$ cat config.mk
export PLATFORM = sky130hd
export DESIGN_NAME = iir_lowpass_mc_filter
export DESIGN_NICKNAME = d
export VERILOG_FILES = /design/src/rtl/iir_filter_pkg.sv /design/src/rtl/iir_pow2_update.sv /design/src/rtl/iir_lowpass_mc_filter.sv
export SDC_FILE = /design/constraint.sdc
export NUM_CORES = 1
export LEC_CHECK = 0
export CORE_MARGIN = 10
export CORE_UTILIZATION = 30
export CTS_BUF_LIST = sky130_fd_sc_hd__clkbuf_8
export DETAILED_ROUTE_END_ITERATION = 8
export GPL_TIMING_DRIVEN = 0
export HOLD_SLACK_MARGIN = 0.06
export PLACE_DENSITY_LB_ADDON = 0.08
export RECOVER_POWER = 25
export SETUP_SLACK_MARGIN = 0.2
export SYNTH_ARGS = -nofsm -noshare
export SYNTH_HDL_FRONTEND = slang
export SYNTH_HIERARCHICAL = 1
export SYNTH_SLANG_ARGS = --single-unit
$ cat constraint.sdc
create_clock -name CLK -period 7.8 [get_ports CLK]
set_input_delay 1.95 -clock CLK [delete_from_list [all_inputs] [get_ports CLK]]
set_output_delay 1.95 -clock CLK [all_outputs]
set_load 0.005 [all_outputs]
$ cat src/rtl/iir_filter_pkg.sv
// Shared types and helpers for the time-multiplexed IIR low-pass filter.
package iir_filter_pkg;

  typedef enum logic {
    IDLE,
    RUN
  } iir_state_e;

  function automatic int ch_width(input int n);
    return (n > 1) ? $clog2(n) : 1;
  endfunction

  function automatic int unsigned clamp_shift(input int unsigned shift,
                                              input int unsigned max_shift);
    return (shift > max_shift) ? max_shift : shift;
  endfunction

endpackage

$ cat src/rtl/iir_pow2_update.sv
// One first-order low-pass step: st + ((in - st) >>> s), with optional
// half-up rounding and a prime bypass that loads the input directly.
module iir_pow2_update #(
  parameter int ACC         = 45,
  parameter int S_W         = 4,
  parameter int SIGNED_DATA = 1,
  parameter int ROUNDING    = 1
) (
  input  logic [ACC-1:0] in_value,
  input  logic [ACC-1:0] st,
  input  logic [S_W-1:0] shift,
  input  logic           prime,
  output logic [ACC-1:0] st_new
);

  logic signed [ACC:0] in_x;
  logic signed [ACC:0] st_x;
  logic signed [ACC:0] rnd;
  logic signed [ACC:0] d;
  logic signed [ACC:0] d_sh;

  always_comb begin
    in_x = (SIGNED_DATA != 0) ? {in_value[ACC-1], in_value} : {1'b0, in_value};
    st_x = (SIGNED_DATA != 0) ? {st[ACC-1], st} : {1'b0, st};
    rnd  = '0;
    if (ROUNDING != 0 && shift != '0) begin
      rnd = (ACC+1)'(1) << (shift - S_W'(1));
    end
    d      = in_x - st_x + rnd;
    d_sh   = d >>> shift;
    st_new = prime ? in_value : ACC'(st_x + d_sh);
  end

endmodule

$ cat src/rtl/iir_lowpass_mc_filter.sv
// Multi-channel cascade of first-order IIR low-pass stages sharing one update
// datapath; each accepted sample walks its channel's stages one per CE cycle.
module iir_lowpass_mc_filter
  import iir_filter_pkg::*;
#(
  parameter int INPUT_BITS    = 30,
  parameter int RESULT_BITS   = 30,
  parameter int MAX_SHIFT     = 15,
  parameter int SHIFT_W       = 4,
  parameter int CHANNELS      = 4,
  parameter int FILTER_STAGES = 2,
  parameter int SIGNED_DATA   = 1,
  parameter int ROUNDING      = 1,
  localparam int CH_W         = ch_width(CHANNELS)
) (
  input  logic                   CLK,
  input  logic                   RESET,
  input  logic                   CE,
  input  logic                   IN_VALID,
  output logic                   IN_READY,
  input  logic [CH_W-1:0]        IN_CHANNEL,
  input  logic [INPUT_BITS-1:0]  IN_VALUE,
  input  logic                   IN_PRIME,
  input  logic [SHIFT_W-1:0]     SHIFT,
  output logic                   OUT_VALID,
  output logic [CH_W-1:0]        OUT_CHANNEL,
  output logic [RESULT_BITS-1:0] OUT_VALUE
);

  localparam int ACC   = RESULT_BITS + MAX_SHIFT;
  localparam int S_W   = $clog2(MAX_SHIFT + 1);
  localparam int STG_W = ch_width(FILTER_STAGES);

  iir_state_e state_q, state_d;
  logic accept, last;

  logic [ACC-1:0]         st_mem [CHANNELS][FILTER_STAGES];
  logic [STG_W-1:0]       stg_q;
  logic [CH_W-1:0]        ch_q;
  logic [ACC-1:0]         x_q;
  logic                   prime_q;
  logic [S_W-1:0]         shift_q;
  logic [ACC-1:0]         carry_q;
  logic                   out_valid_q;
  logic [CH_W-1:0]        out_channel_q;
  logic [RESULT_BITS-1:0] out_value_q;

  logic           ch_ok;
  logic [CH_W-1:0] rd_ch;
  logic [ACC-1:0] st_rd, stage_in, st_new;

  always_ff @(posedge CLK) begin
    if (RESET) begin
      state_q <= IDLE;
    end else if (CE) begin
      state_q <= state_d;
    end
  end

  always_comb begin
    state_d = state_q;
    accept  = 1'b0;
    last    = 1'b0;
    unique case (state_q)
      IDLE: begin
        if (IN_VALID) begin
          accept  = 1'b1;
          state_d = RUN;
        end
      end
      RUN: begin
        if (stg_q == STG_W'(FILTER_STAGES - 1)) begin
          last    = 1'b1;
          state_d = IDLE;
        end
      end
      default: state_d = IDLE;
    endcase
  end

  // Out-of-range channels still run the stage sequence but read a harmless
  // entry and never write, so they keep the normal timing.
  always_comb begin
    ch_ok    = 32'(ch_q) < CHANNELS;
    rd_ch    = ch_ok ? ch_q : '0;
    st_rd    = st_mem[rd_ch][stg_q];
    stage_in = (stg_q == '0) ? x_q : carry_q;
  end

  iir_pow2_update #(
    .ACC         (ACC),
    .S_W         (S_W),
    .SIGNED_DATA (SIGNED_DATA),
    .ROUNDING    (ROUNDING)
  ) u_update (
    .in_value (stage_in),
    .st       (st_rd),
    .shift    (shift_q),
    .prime    (prime_q),
    .st_new   (st_new)
  );

  always_ff @(posedge CLK) begin
    if (RESET) begin
      for (int unsigned c = 0; c < CHANNELS; c++) begin
        for (int unsigned s = 0; s < FILTER_STAGES; s++) begin
          st_mem[c][s] <= '0;
        end
      end
      stg_q         <= '0;
      ch_q          <= '0;
      x_q           <= '0;
      prime_q       <= 1'b0;
      shift_q       <= '0;
      carry_q       <= '0;
      out_valid_q   <= 1'b0;
      out_channel_q <= '0;
      out_value_q   <= '0;
    end else if (CE) begin
      out_valid_q <= 1'b0;
      if (accept) begin
        ch_q    <= IN_CHANNEL;
        x_q     <= ACC'(IN_VALUE) << (ACC - INPUT_BITS);
        prime_q <= IN_PRIME;
        shift_q <= S_W'(clamp_shift(32'(SHIFT), MAX_SHIFT));
        stg_q   <= '0;
      end
      if (state_q == RUN) begin
        if (ch_ok) begin
          st_mem[ch_q][stg_q] <= st_new;
        end
        // Next stage sees only the integer part of the value just written.
        carry_q <= {st_new[ACC-1:MAX_SHIFT], {MAX_SHIFT{1'b0}}};
        stg_q   <= stg_q + 1'b1;
        if (last && ch_ok) begin
          out_valid_q   <= 1'b1;
          out_channel_q <= ch_q;
          out_value_q   <= st_new[ACC-1:MAX_SHIFT];
        end
      end
    end
  end

  assign IN_READY    = (state_q == IDLE);
  assign OUT_VALID   = out_valid_q;
  assign OUT_CHANNEL = out_channel_q;
  assign OUT_VALUE   = out_value_q;

endmodule

==> metrics <==
mapped cell area 0.0296 sq mm; CP max stage cell mux4_2; final wirelength between 100 and 150 mm; Initial DRT Pass Iterations 5; IO Port Bufs 73; register bit count reported by yosys 464; worst hold margin 0.454 ns; Boundary Pins between 70 and 80; sequential cell area roughly 0.013 sq mm; global route overflow 0; Clock Path Buffers 3; RR Endpoint st_mem[3][43]; die footprint 0.112 sq mm; min-delay worst type reg2reg; clock root buffer master clkbuf_8; Detailed Place HPWL 84.4 mm; fin. max-slew vios 70; Main synth FF type edfxtp_1; outcome finished with violations; Crit. End Element flip-flop; Final Hold Viols 0; via/cell ratio between 5 and 6; failing checks capacitance limit, slew limit, setup timing; max incr delay on CP 0.54 ns; fmax 0.120 GHz; chip height roughly 330 um; antenna violations before repair 1; Num CTS Buffers 84; Synthesis Warnings 6; Place WS -3.22 ns; Placement Cell Area 0.0324 sq mm; hold_sp carry_q[23]; Cell Rows 115; final net count roughly 3,200; per-cell routed wire length 26.5 um; number of global-route vias before repair approximately 24,000; CTS tree built; actual slew at the worst max-slew pin 2.53 ns; main combinational cell family by area after synthesis simple AND/OR/NAND/NOR gates; gr usage total between 20 and 25%; hold path depth 2; Antenna Violating Nets Remaining 0; Worst slew margin -70.4%; worst endpoint required time 8.21 ns; global-route wire length before repair 165 mm; Syn Inst Count 2,669; syn_area_per_cell 11.1 sq um; Crit Path Max Fanout 7; Final Instance Area roughly 0.037 sq mm; worst-case reg-to-reg path depth 30; DRC violations left 0; Synth Area in Simple Gates between 15 and 20%; Synth Area in Adders 6.38%; layout cells sized above 1 27.3%; final clock skew about 0.047 ns; Final min period 8.33 ns; clock sinks 464; post-synthesis async set-or-reset flop share 0%; WP data arrival roughly 8.8 ns; Multi-input gate area 0.0175 sq mm; Die Width ~330 um; largest net degree at the start of global routing 46; RSZ-0062 raised after global routing yes; EDFF count, synth 360; post-synthesis sequential area ratio a little over two fifths; hold path endpoint carry_q[23]; drt initial violations 1,683; H-tree depth 3; Clk Latency, worst-skew pair 0.70 ns; post-synthesis xor/xnor area fraction under 10%; Compound-Gate Fraction of Synth Area 11.7%; gpl congestion approximately 0.90; r2r setup slk -0.53 ns; Most common cell on crit path mux2_4; min setup slack post-route -0.533 ns; Layout Area Growth over Synthesis 26.0%; post-synthesis mux area share 15.4%; max-cap viol count 4; Starting Density 30.2%; Fillers 9,672; PwrDens 295 mW/mm^2; Core Box Area 0.0983 sq mm; setup TNS -74.35 ns; DR vias between 20,000 and 25,000; Crit Path Class reg2reg; final worst-path cycle share 107%; fin util 38.0%; Distinct cells, synth 95; crit start category flip-flop; leakage power 14.7 nW; Max rail drop VDD between 100 and 150 uV; Final setup viols ~240; Worst-path clk slew 0.06 ns
==> flip-flops by register name, summed over array words and instances, names as in the netlist, named ones only <==
register,flops
st_mem,360
OUT_VALUE,30
carry_q,30
x_q,30
shift_q,4
OUT_CHANNEL,2
ch_q,2
OUT_VALID,1
prime_q,1
state_q,1
stg_q,1
==> layer usage <==
metal  vias up  global-route usage [%]  wire length [um]  part of all wire, %
li1      10600                       -                 -                    -
met1     11800                    27.6             54300                   47
met2       598                    32.3             52900                   46
met3       149                    2.71              5680                  4.9
met4         0                    6.29              3220                  2.8
met5         -                       0                 0                    0
==> worst max-delay path by stage <==
stage / from / to / slack (ns) / cells after the start
global placement: flip-flop / st_mem[0][44] / -3.70 / 28
detailed placement: flip-flop / st_mem[0][36] / -3.22 / 28
CTS: flip-flop / st_mem[0][43] / -0.45 / 29
floorplan: flip-flop / st_mem[0][44] / 0.26 / 29
finish: flip-flop / st_mem[3][43] / -0.53 / 30
global route: flip-flop / carry_q[43] / -0.79 / 36
==> placed cells by master, fill, tap and decap left out, types with 31 or more instances in the layout <==
cell type,synthesis,final
and2_1,330,300
buf_4,10,112
a21o_1,46,44
nand2_1,282,273
buf_6,10,42
a21oi_1,172,142
edfxtp_1,360,360
o21ai_0,104,63
dfxtp_1,104,101
dlygate4sd3_1,0,34
mux4_2,72,82
mux2i_1,52,43
clkdlybuf4s50_1,0,39
clkbuf_8,0,104
and3_1,60,51
mux4_1,54,44
ha_1,124,94
a22o_1,33,33
clkbuf_1,86,64
inv_1,103,126
nor2_1,73,64
conb_1,2,31
mux2_2,89,66
clkbuf_2,24,40
==> cells by family after synthesis <==
family                     after synthesis
and+or+nand+nor                        924
xor gates and xnor gates                72
muxes                                  267
DFF                                    464
adders and majority gates              141
AOI/OAI and AO/OA                      527
buffers and inverters                  272
other                                    2
==> critical path: cells and delay by family (launching register included) <==
kind	cells	cell delay, ns
simple gates	6	1.27
xor+xnor	1	0.21
compound gates	10	2.36
fa+ha+maj	3	1.03
mux	5	2.12
flops	1	0.39
buf+inv	5	0.62
==> per-stage QoR <==
step / total power, mW / std cells
floorplan: 5.39 / 2698
global placement: 6.99 / 4058
detailed placement: 7.15 / 4081
CTS: 10.3 / 4309
global route: 11.6 / 4376
finish: 11.0 / 4376
==> where the power goes <==
part | internal, mW | switching (mW) | leakage [nW]
Clock | 1.24 | 1.07 | 0.992
Combinational | 2.32 | 3.60 | 9.13
Sequential | 2.77 | 0.0375 | 4.56
Total | 6.32 | 4.71 | 14.7
==> what timing repair did <==
action,in CTS,in global routing
cloned,6,7
resized for setup,314,215
pin swaps,85,82
endpoints found under the setup margin,397,372
setup buffers,65,58
hold buffers,0,0
==> layout make-up <==
type / count / share of cell area, %
well taps: 1287 / 4.31
flip-flops and latches: 464 / 34.5
clock inverters: 54 / 0.764
multi-input cells: 1965 / 46.8
diodes: 2 / 0.0134
clock buffers: 103 / 3.79
plain buffers: 167 / 2.52
repair buffers: 229 / 6.20
inverters: 105 / 1.05
==> Yosys cell counts (all sizes together) (5+ instances only) <==
cell     number  share of area, %
clkbuf      110               1.5
mux4        126                10
o221a         5              0.19
a221oi        7              0.23
nor2b        19              0.40
a211oi       20              0.51
ha          124               5.2
a21oi       175               3.0
inv         105               1.3
and4          6              0.18
nor4          5              0.26
xor2         36               1.1
nor3         29              0.51
dfxtp       104               7.0
o21bai       12              0.30
mux2         89               3.4
nand2       284               3.6
xnor2        36               1.1
nand2b       13              0.27
nand4        21              0.44
or2          15              0.32
a22o         33              0.98
o31ai         9              0.23
nor2         76               1.0
o211a         5              0.17
and2        330               7.0
mux2i        52               1.8
a2111oi       7              0.29
a21o         46               1.2
or3           7              0.16
o21ai       109               1.8
a31oi        14              0.35
o311ai        5              0.15
o21a         20              0.51
edfxtp      360                36
a21boi        5              0.13
nor3b        11              0.32
o211ai       10              0.25
and3         60               1.3
nand3        30              0.51
fa           17               1.1
buf          57               1.2
a211o         9              0.30
(Power assumes the default switching activity.)
